**config.mk**
```make
export PLATFORM = sky130hd
export DESIGN_NAME = wb_rr_arbiter
export DESIGN_NICKNAME = d
export VERILOG_FILES = /design/src/rtl/wb_rr_arbiter.sv
export SDC_FILE = /design/constraint.sdc
export NUM_CORES = 1
export LEC_CHECK = 0
export ABC_CLOCK_PERIOD_IN_PS = 2200
export CAP_MARGIN = 20
export CELL_PAD_IN_SITES_DETAIL_PLACEMENT = 2
export CELL_PAD_IN_SITES_GLOBAL_PLACEMENT = 2
export CORE_ASPECT_RATIO = 2
export CORE_UTILIZATION = 10
export DETAILED_ROUTE_END_ITERATION = 6
export PLACE_DENSITY = 0.95
export SYNTH_ARGS = -nofsm -noshare
export SYNTH_HDL_FRONTEND = slang
export SYNTH_SLANG_ARGS = --single-unit
```
**constraint.sdc**
```tcl
create_clock -name clk -period 2.2 [get_ports clk]
set_input_delay 0.33 -clock clk [delete_from_list [all_inputs] [get_ports clk]]
set_output_delay 0.33 -clock clk [all_outputs]
set_load 0.03 [all_outputs]
```
**src/rtl/wb_rr_arbiter.sv**
```systemverilog
// Round-robin Wishbone arbiter: icache, dcache and uncached requesters
// share one downstream master port, with a no-ack watchdog.
module wb_rr_arbiter #(
    parameter int unsigned TIMEOUT = 255
) (
    input  logic        clk,
    input  logic        reset,
    input  logic [31:0] m0_icache_wbd_dat_i,
    input  logic [31:0] m0_icache_wbd_adr_i,
    input  logic [3:0]  m0_icache_wbd_sel_i,
    input  logic        m0_icache_wbd_we_i,
    input  logic        m0_icache_wbd_cyc_i,
    input  logic        m0_icache_wbd_stb_i,
    output logic [31:0] m0_icache_wbd_dat_o,
    output logic        m0_icache_wbd_ack_o,
    output logic        m0_icache_wbd_err_o,
    input  logic [31:0] m1_dcache_wbd_dat_i,
    input  logic [31:0] m1_dcache_wbd_adr_i,
    input  logic [3:0]  m1_dcache_wbd_sel_i,
    input  logic        m1_dcache_wbd_we_i,
    input  logic        m1_dcache_wbd_cyc_i,
    input  logic        m1_dcache_wbd_stb_i,
    output logic [31:0] m1_dcache_wbd_dat_o,
    output logic        m1_dcache_wbd_ack_o,
    output logic        m1_dcache_wbd_err_o,
    input  logic [31:0] m2_others_wbd_dat_i,
    input  logic [31:0] m2_others_wbd_adr_i,
    input  logic [3:0]  m2_others_wbd_sel_i,
    input  logic        m2_others_wbd_we_i,
    input  logic        m2_others_wbd_cyc_i,
    input  logic        m2_others_wbd_stb_i,
    output logic [31:0] m2_others_wbd_dat_o,
    output logic        m2_others_wbd_ack_o,
    output logic        m2_others_wbd_err_o,
    output logic [31:0] m2_wbd_dat_o,
    output logic [31:0] m2_wbd_adr_o,
    output logic [3:0]  m2_wbd_sel_o,
    output logic        m2_wbd_we_o,
    output logic        m2_wbd_cyc_o,
    output logic        m2_wbd_stb_o,
    output logic [9:0]  m2_wbd_bl_o,
    output logic        m2_wbd_bry_o,
    input  logic [31:0] m2_wbd_dat_i,
    input  logic        m2_wbd_ack_i,
    output logic [2:0]  grant_o,
    output logic        timeout_o
);

    typedef enum logic [1:0] {
        S_IDLE,
        S_BUSY,
        S_ABORT,
        S_WAIT
    } state_t;

    localparam bit          LP_WD_EN = (TIMEOUT != 0);
    localparam logic [7:0]  LP_LAST  = 8'((TIMEOUT == 0) ? 0 : TIMEOUT - 1);

    state_t      r_state;
    state_t      w_state_nxt;
    logic [1:0]  r_owner;
    logic [1:0]  w_owner_nxt;
    logic [1:0]  r_ptr;
    logic [1:0]  w_ptr_nxt;
    logic [7:0]  r_wd;

    logic [2:0]  w_pend;
    logic [1:0]  w_sel;
    logic [31:0] w_adr;
    logic [31:0] w_dat;
    logic [3:0]  w_be;
    logic        w_we;
    logic        w_ocyc;
    logic        w_ostb;
    logic        w_busy;
    logic        w_expire;
    logic [2:0]  w_grant;
    logic [2:0]  w_ack;
    logic [2:0]  w_err;

    function automatic logic [1:0] f_add3(input logic [1:0] a, input logic [1:0] b);
        logic [2:0] s;
        s = {1'b0, a} + {1'b0, b};
        return (s >= 3'd3) ? 2'(s - 3'd3) : s[1:0];
    endfunction

    assign w_pend = {m2_others_wbd_cyc_i & m2_others_wbd_stb_i,
                     m1_dcache_wbd_cyc_i & m1_dcache_wbd_stb_i,
                     m0_icache_wbd_cyc_i & m0_icache_wbd_stb_i};

    // Nearest pending requester at or after the pointer wins
    always_comb begin
        logic [1:0] v_cand;
        w_sel = r_ptr;
        for (int k = 2; k >= 0; k--) begin
            v_cand = f_add3(r_ptr, 2'(k));
            if (w_pend[v_cand]) w_sel = v_cand;
        end
    end

    always_comb begin
        w_adr  = '0;
        w_dat  = '0;
        w_be   = '0;
        w_we   = 1'b0;
        w_ocyc = 1'b0;
        w_ostb = 1'b0;
        case (r_owner)
            2'd0: begin
                w_adr  = m0_icache_wbd_adr_i;
                w_dat  = m0_icache_wbd_dat_i;
                w_be   = m0_icache_wbd_sel_i;
                w_we   = m0_icache_wbd_we_i;
                w_ocyc = m0_icache_wbd_cyc_i;
                w_ostb = m0_icache_wbd_stb_i;
            end
            2'd1: begin
                w_adr  = m1_dcache_wbd_adr_i;
                w_dat  = m1_dcache_wbd_dat_i;
                w_be   = m1_dcache_wbd_sel_i;
                w_we   = m1_dcache_wbd_we_i;
                w_ocyc = m1_dcache_wbd_cyc_i;
                w_ostb = m1_dcache_wbd_stb_i;
            end
            default: begin
                w_adr  = m2_others_wbd_adr_i;
                w_dat  = m2_others_wbd_dat_i;
                w_be   = m2_others_wbd_sel_i;
                w_we   = m2_others_wbd_we_i;
                w_ocyc = m2_others_wbd_cyc_i;
                w_ostb = m2_others_wbd_stb_i;
            end
        endcase
    end

    assign w_busy       = (r_state == S_BUSY);
    assign m2_wbd_cyc_o = w_busy & w_ocyc;
    assign m2_wbd_stb_o = w_busy & w_ocyc & w_ostb;
    assign m2_wbd_adr_o = w_busy ? w_adr : '0;
    assign m2_wbd_dat_o = w_busy ? w_dat : '0;
    assign m2_wbd_sel_o = w_busy ? w_be : '0;
    assign m2_wbd_we_o  = w_busy & w_we;
    assign m2_wbd_bl_o  = {9'd0, m2_wbd_stb_o};
    assign m2_wbd_bry_o = m2_wbd_stb_o;

    // An ack in the expiry cycle wins over the watchdog
    assign w_expire = LP_WD_EN && m2_wbd_stb_o && !m2_wbd_ack_i && (r_wd == LP_LAST);

    always_ff @(posedge clk) begin
        if (reset) begin
            r_state <= S_IDLE;
            r_owner <= 2'd0;
            r_ptr   <= 2'd0;
            r_wd    <= 8'd0;
        end else begin
            r_state <= w_state_nxt;
            r_owner <= w_owner_nxt;
            r_ptr   <= w_ptr_nxt;
            if (!w_busy || !m2_wbd_stb_o || m2_wbd_ack_i) r_wd <= 8'd0;
            else                                          r_wd <= r_wd + 8'd1;
        end
    end

    always_comb begin
        w_state_nxt = r_state;
        w_owner_nxt = r_owner;
        w_ptr_nxt   = r_ptr;
        unique case (r_state)
            S_IDLE: begin
                if (|w_pend) begin
                    w_state_nxt = S_BUSY;
                    w_owner_nxt = w_sel;
                end
            end
            S_BUSY: begin
                if (!w_ocyc) begin
                    w_state_nxt = S_IDLE;
                    w_ptr_nxt   = f_add3(r_owner, 2'd1);
                end else if (w_expire) begin
                    w_state_nxt = S_ABORT;
                end
            end
            S_ABORT: w_state_nxt = S_WAIT;
            S_WAIT: begin
                if (!w_ocyc) begin
                    w_state_nxt = S_IDLE;
                    w_ptr_nxt   = f_add3(r_owner, 2'd1);
                end
            end
            default: w_state_nxt = S_IDLE;
        endcase
    end

    always_comb begin
        w_grant = 3'd0;
        w_ack   = 3'd0;
        w_err   = 3'd0;
        if (r_state != S_IDLE)  w_grant = 3'b001 << r_owner;
        if (w_busy)             w_ack   = w_grant & {3{m2_wbd_ack_i}};
        if (r_state == S_ABORT) w_err   = w_grant;
    end

    assign grant_o   = w_grant;
    assign timeout_o = (r_state == S_ABORT);

    assign m0_icache_wbd_dat_o = m2_wbd_dat_i;
    assign m1_dcache_wbd_dat_o = m2_wbd_dat_i;
    assign m2_others_wbd_dat_o = m2_wbd_dat_i;
    assign m0_icache_wbd_ack_o = w_ack[0];
    assign m1_dcache_wbd_ack_o = w_ack[1];
    assign m2_others_wbd_ack_o = w_ack[2];
    assign m0_icache_wbd_err_o = w_err[0];
    assign m1_dcache_wbd_err_o = w_err[1];
    assign m2_others_wbd_err_o = w_err[2];

endmodule

```
== After elaboration in Yosys (flattened, before gate mapping) ==
Cells that the tools add are included.
Word-level totals
  bits in registers: 14
  input bits: 248
  output and inout port bits: 188
  word-level logic and storage cells: 82
Operators by class
  add/subtract/negate cells: 8
  order comparisons: 7
  equal/unequal tests: 8
  shift operators: 1
  muxes and demuxes: 30
  bitwise gates (word level): 8
  reductions and logical operators: 16
Operators by type and width (number)
  $pmux 32 s2: 2
  $mux 32: 2
  $mux 2: 11
  $ge 3x2->1 const B: 3
  $lt 2x3->1 const B: 3
  $mux 3: 3
  $add 8x1->8 const B: 1
  $eq 8x8->1 const B: 1
  $pmux 2 s4: 1
  $pmux 4 s2: 1
  $sub 2x2->2 const B: 4
  $add 2x1->3 const B: 2
  $and 1x1->1: 6
  $bmux 1 s2: 3
  $pmux 1 s2: 3
  $eq 2x1->1 const B: 2
  $eq 2x2->1 const B: 2
  $logic_not 2->1: 2
  $mux 4: 1
  $ne 2x2->1 const B: 2
  $reduce_and 2->1: 2
  $reduce_or 2->1: 2
  $add 2x2->3 const B: 1
  $and 3x3->3: 1
  11 further kinds: 17

== Longest topological paths before layout ==
  word-level depth: 9
  gate-level depth with buffers: 8
  mapped depth without buffers: 6

== Least setup slack after synthesis ==
OpenSTA, ideal clock, no wires.
  path kind: reg2out
  from: register r_owner[0]
  to: output m2_wbd_dat_o[24]
  arrival: 1.985 ns
  required time: 1.870 ns
  setup slack: -0.115 ns
  stages on the path, launching flop included: 8
  buffers on the path: 2
  cells stage by stage: dfxtp_1 inv_1 ha_1 nor2_1 clkbuf_1 buf_2 nand2_1 a21oi_1
Between the ends
  longest elaborated chain between the ends: 3
  elaborated cells on any way between the ends: 4
  those cells by class: eq/ne (1); mux (2); reduce/logical (1)
RTL lines
  start: declaration: RTL line 61  | logic [1:0] r_owner;
  start signal: assignment: RTL line 157  | r_owner <= w_owner_nxt;
  $eq 2x1->1 or $logic_not 2->1 (tied branches): RTL line 108  | case (r_owner)
  $pmux 32 s2 (*): RTL line 108
  $mux 32 (*): RTL line 140  | assign m2_wbd_dat_o = w_busy ? w_dat : '0;
  end: declaration: RTL line 35  | output logic [31:0] m2_wbd_dat_o,
Mark *: on every way between the ends. The rest lies on a longest branch, timed or not.

== Final worst setup path ==
  from: register r_owner[1]
  to: output m2_wbd_dat_o[30]
Same word-level chain as after synthesis.

==> impl_metrics.env <==
export IMPL_p_sw_w=0.00128
export IMPL_grt_pass1_wl_um=28500
export IMPL_synth_top_area_cell="buf_4"
export IMPL_multi_input_area_mm2=0.00198
export IMPL_r2r_cells=6
export IMPL_insertion_delay_ns=0.24
export IMPL_grt_pass1_vias=4694
export IMPL_failed_checks="DRC"
export IMPL_power_internal_w=0.00154
export IMPL_route_vias_total=4286
export IMPL_cts_tree="built"
export IMPL_drc_errors=40
export IMPL_die_w_um=125
export IMPL_ant_nets=0
export IMPL_hold_depth=1
export IMPL_start_util_pct=10.1
export IMPL_drtPass1Iterations=7
export IMPL_ios=436
export IMPL_area_growth_pct=99.7
export IMPL_cts_clk_slew_worst_paths_ns=0.05
export IMPL_yosys_top_cells_count="buf_4 (108), nand2_1 (73), a21oi_1 (71)"
export IMPL_holdBufCountCts=0
export IMPL_cts_inserted_buffers=3
export IMPL_postSynthCellCount=465
export IMPL_drt_iter0_drc=188
export IMPL_gr_total_overflow=0
export IMPL_endpoint_kind="output port"
export IMPL_design_core_area_mm2=0.0301
export IMPL_fillers=3489
export IMPL_wirelength_um=20000
export IMPL_netlist_area_mm2=0.00305
export IMPL_cts_htree_levels=1
export IMPL_drive_above_1_share_pct=22.9
export IMPL_yosysSeqAreaShare_pct=9.20
export IMPL_cts_root_buf="clkbuf_16"
export IMPL_crit_fanout=16
export IMPL_p_comb_share_pct=78.3
export IMPL_worst_endpoint_required_ns=1.87
export IMPL_r2r_start="r_ptr[0]$_SDFFE_PP0P_"
export IMPL_num_rows=90
export IMPL_hold_violations=0
export IMPL_rsz0062_at_grt="no"
export IMPL_synth_seq_cells=14
export IMPL_switching_share_pct=45.4
export IMPL_start_kind="register"
export IMPL_leakage_nw=2.24
export IMPL_criticalPathCategory="reg2out"
export IMPL_dieArea_mm2=0.0312
export IMPL_worst_r2r_setup_slack_ns=0.13
export IMPL_clock_sinks=14
export IMPL_final_period_utilization_pct=96.9
export IMPL_ff_latch_area_um2=285
export IMPL_timing_hold_ws_ns=0.480
export IMPL_whs_endpoint="r_wd[0]$_SDFF_PP0_"
export IMPL_hpwl_um=16200
export IMPL_port_buffers=298
export IMPL_grt_util_all_layers_pct=12.1
export IMPL_cts_buffer_depth=2
export IMPL_p_clk_share_pct=11.8
export IMPL_fin_skew_ns=0.00352
export IMPL_power_density_mw_per_mm2=462
export IMPL_min_period_ns=2.13
export IMPL_synth_top_area_share_pct=26.6
export IMPL_ir_drop_v=0.000418
export IMPL_synthArstFlopShare_pct=0
export IMPL_synth_most_common_cell="buf_4"
export IMPL_crit_chain="inv_2, ha_4, nor2_4, buf_12, buf_12, nand2_1, a21oi_2, buf_12"
export IMPL_cpPeakStageDelay_ns=0.34
export IMPL_worst_path_most_repeated_cell="buf_12"
export IMPL_fmax_ghz=0.469
export IMPL_synth_ff_type="dfxtp_1"
export IMPL_p_seq_share_pct=9.9
export IMPL_fin_nets=918
export IMPL_synthTopCellsByArea="buf_4 (27%), a22oi_1 (17%), a21oi_1 (12%), dfxtp_1 (9.2%), nand2_1 (9.0%)"
export IMPL_grt_max_degree=39
export IMPL_synth_edf_count=0
export IMPL_gp_congestion=0.824
export IMPL_synth_warnings=0
export IMPL_maxSlewHeadroom_pct=57.2
export IMPL_outcome="finished, violations left"
export IMPL_viasPerCell=4.17
export IMPL_worstMarginPinSlew_ns=0.638
export IMPL_cp_data_arrival_time_ns=1.80
export IMPL_hp_start="r_wd[0]$_SDFF_PP0_"
export IMPL_maxSlewViolCount=0
export IMPL_hold_class="reg2reg"
export IMPL_antenna_found_initial=2
export IMPL_final_core_util_pct=20.2
export IMPL_finalSetupViolations=0
export IMPL_syn_area_per_cell_um2=6.55
export IMPL_r2r_end="r_owner[0]$_SDFFE_PP0P_"
export IMPL_maxCapViolations=0
export IMPL_slowest_stage="dfxtp_2"
export IMPL_yosysUniqueCellTypes=44
export IMPL_dieHeight_um=249
export IMPL_wl_per_cell_um=19.4
-- per-stage QoR --
step	worst slack [ns]	area (um2)	instances	total power, W	TNS, ns
detailed placement	-0.0413	5730	1017	0.00228	-0.0890
global route	0.000508	6080	1028	0.00295	0
global placement	0.0221	5730	1017	0.00222	0
floorplan	0.0503	3110	473	0.00159	0
finish	0.0693	6080	1028	0.00281	0
CTS	0.00218	5990	1026	0.00281	0
-- worst max-delay path: cells and delay by family (launching register included) --
kind | cells | cell delay [ns]
adders and majority gates | 1 | 0.20
DFF | 1 | 0.34
buffers and inverters | 4 | 0.55
and+or+nand+nor | 2 | 0.21
AOI/OAI and AO/OA | 1 | 0.25
-- power by group through the flow --
stage	Sequential [W]	Clock, W	Combinational (W)
2_1_floorplan	0.000277	0	0.00131
3_3_place_gp	0.000279	0	0.00194
3_5_place_dp	0.000282	0	0.00200
4_1_cts	0.000279	0.000339	0.00219
5_1_grt	0.000279	0.000346	0.00233
6_report	0.000278	0.000333	0.00220
-- what timing repair did --
item | in CTS | in global routing
setup endpoints to repair | 51 | 43
gates resized for setup | 17 | 25
buffers inserted | 3 | 2
pin swaps | 3 | 3
hold endpoints to repair | 0 | 0
gates cloned | 3 | 0
-- placed cells by master, fill, tap and decap left out, types with 3 or more instances in the layout --
cell,instances
conb_1,9
nor2_2,8
nor2b_1,5
xnor2_1,3
nand3_1,7
buf_6,11
buf_16,3
and2_1,5
ha_1,7
a22oi_1,69
buf_4,76
a21oi_2,23
nand2_1,73
and3_1,4
nor2_1,7
dfxtp_1,12
a21oi_1,47
clkbuf_16,3
xor2_1,3
buf_12,14
clkdlybuf4s50_1,218
o21a_1,4
a311oi_1,3
inv_1,6
-- state kept, by name, indices dropped and copies added, names as in the netlist, named ones only --
name / flops
r_owner: 2
r_ptr: 2
r_state: 1
r_wd: 8
-- cell families (layout without fill, tap and decap cells) --
logic type | count (synthesis) | after routing | synth area share (%)
AND/OR/NAND/NOR | 124 | 124 | 18.8
adder cells (fa/ha/maj) | 9 | 9 | 3.70
flip-flops | 14 | 14 | 9.20
AO/OA/AOI/OAI | 162 | 162 | 34.5
buffers and inverters | 148 | 334 | 31.7
multiplexers | 1 | 1 | 0.329
XOR/XNOR | 6 | 6 | 1.73
other | 1 | 10 | 0.123
-- worst max-delay path by stage --
stage	startpoint	endpoint	slack [ns]	cells past startpoint
after floorplan	r_owner[0]$_SDFFE_PP0P_	m2_wbd_dat_o[24]	0.05	7
after detailed placement	m1_dcache_wbd_cyc_i	r_owner[1]$_SDFFE_PP0P_	-0.04	5
after global routing	r_owner[1]$_SDFFE_PP0P_	m2_wbd_dat_o[23]	0.0005	9
after CTS	r_owner[1]$_SDFFE_PP0P_	m2_wbd_adr_o[9]	0.002	7
final	r_owner[1]$_SDFFE_PP0P_	m2_wbd_dat_o[30]	0.07	8
after global placement	m1_dcache_wbd_stb_i	r_owner[1]$_SDFFE_PP0P_	0.02	5
-- final cells by class --
class	count	area share [%]
Clock buffer	3	1.23
Inverter	8	0.494
Timing Repair Buffer	323	53.4
Tap cell	368	7.57
Antenna cell	1	0.0411
Sequential cell	14	4.69
Multi-Input combinational cell	311	32.5
-- routing by layer --
metal | wire length [um] | share of wire [%] | track usage, %
met5 | 8 | 0.040 | 0
met2 | 11500 | 57 | 25.7
met1 | 5630 | 28 | 9.36
met4 | 1510 | 7.6 | 8.78
met3 | 1390 | 7.0 | 1.80
No activity file was read; power rests on OpenSTA's default activity.
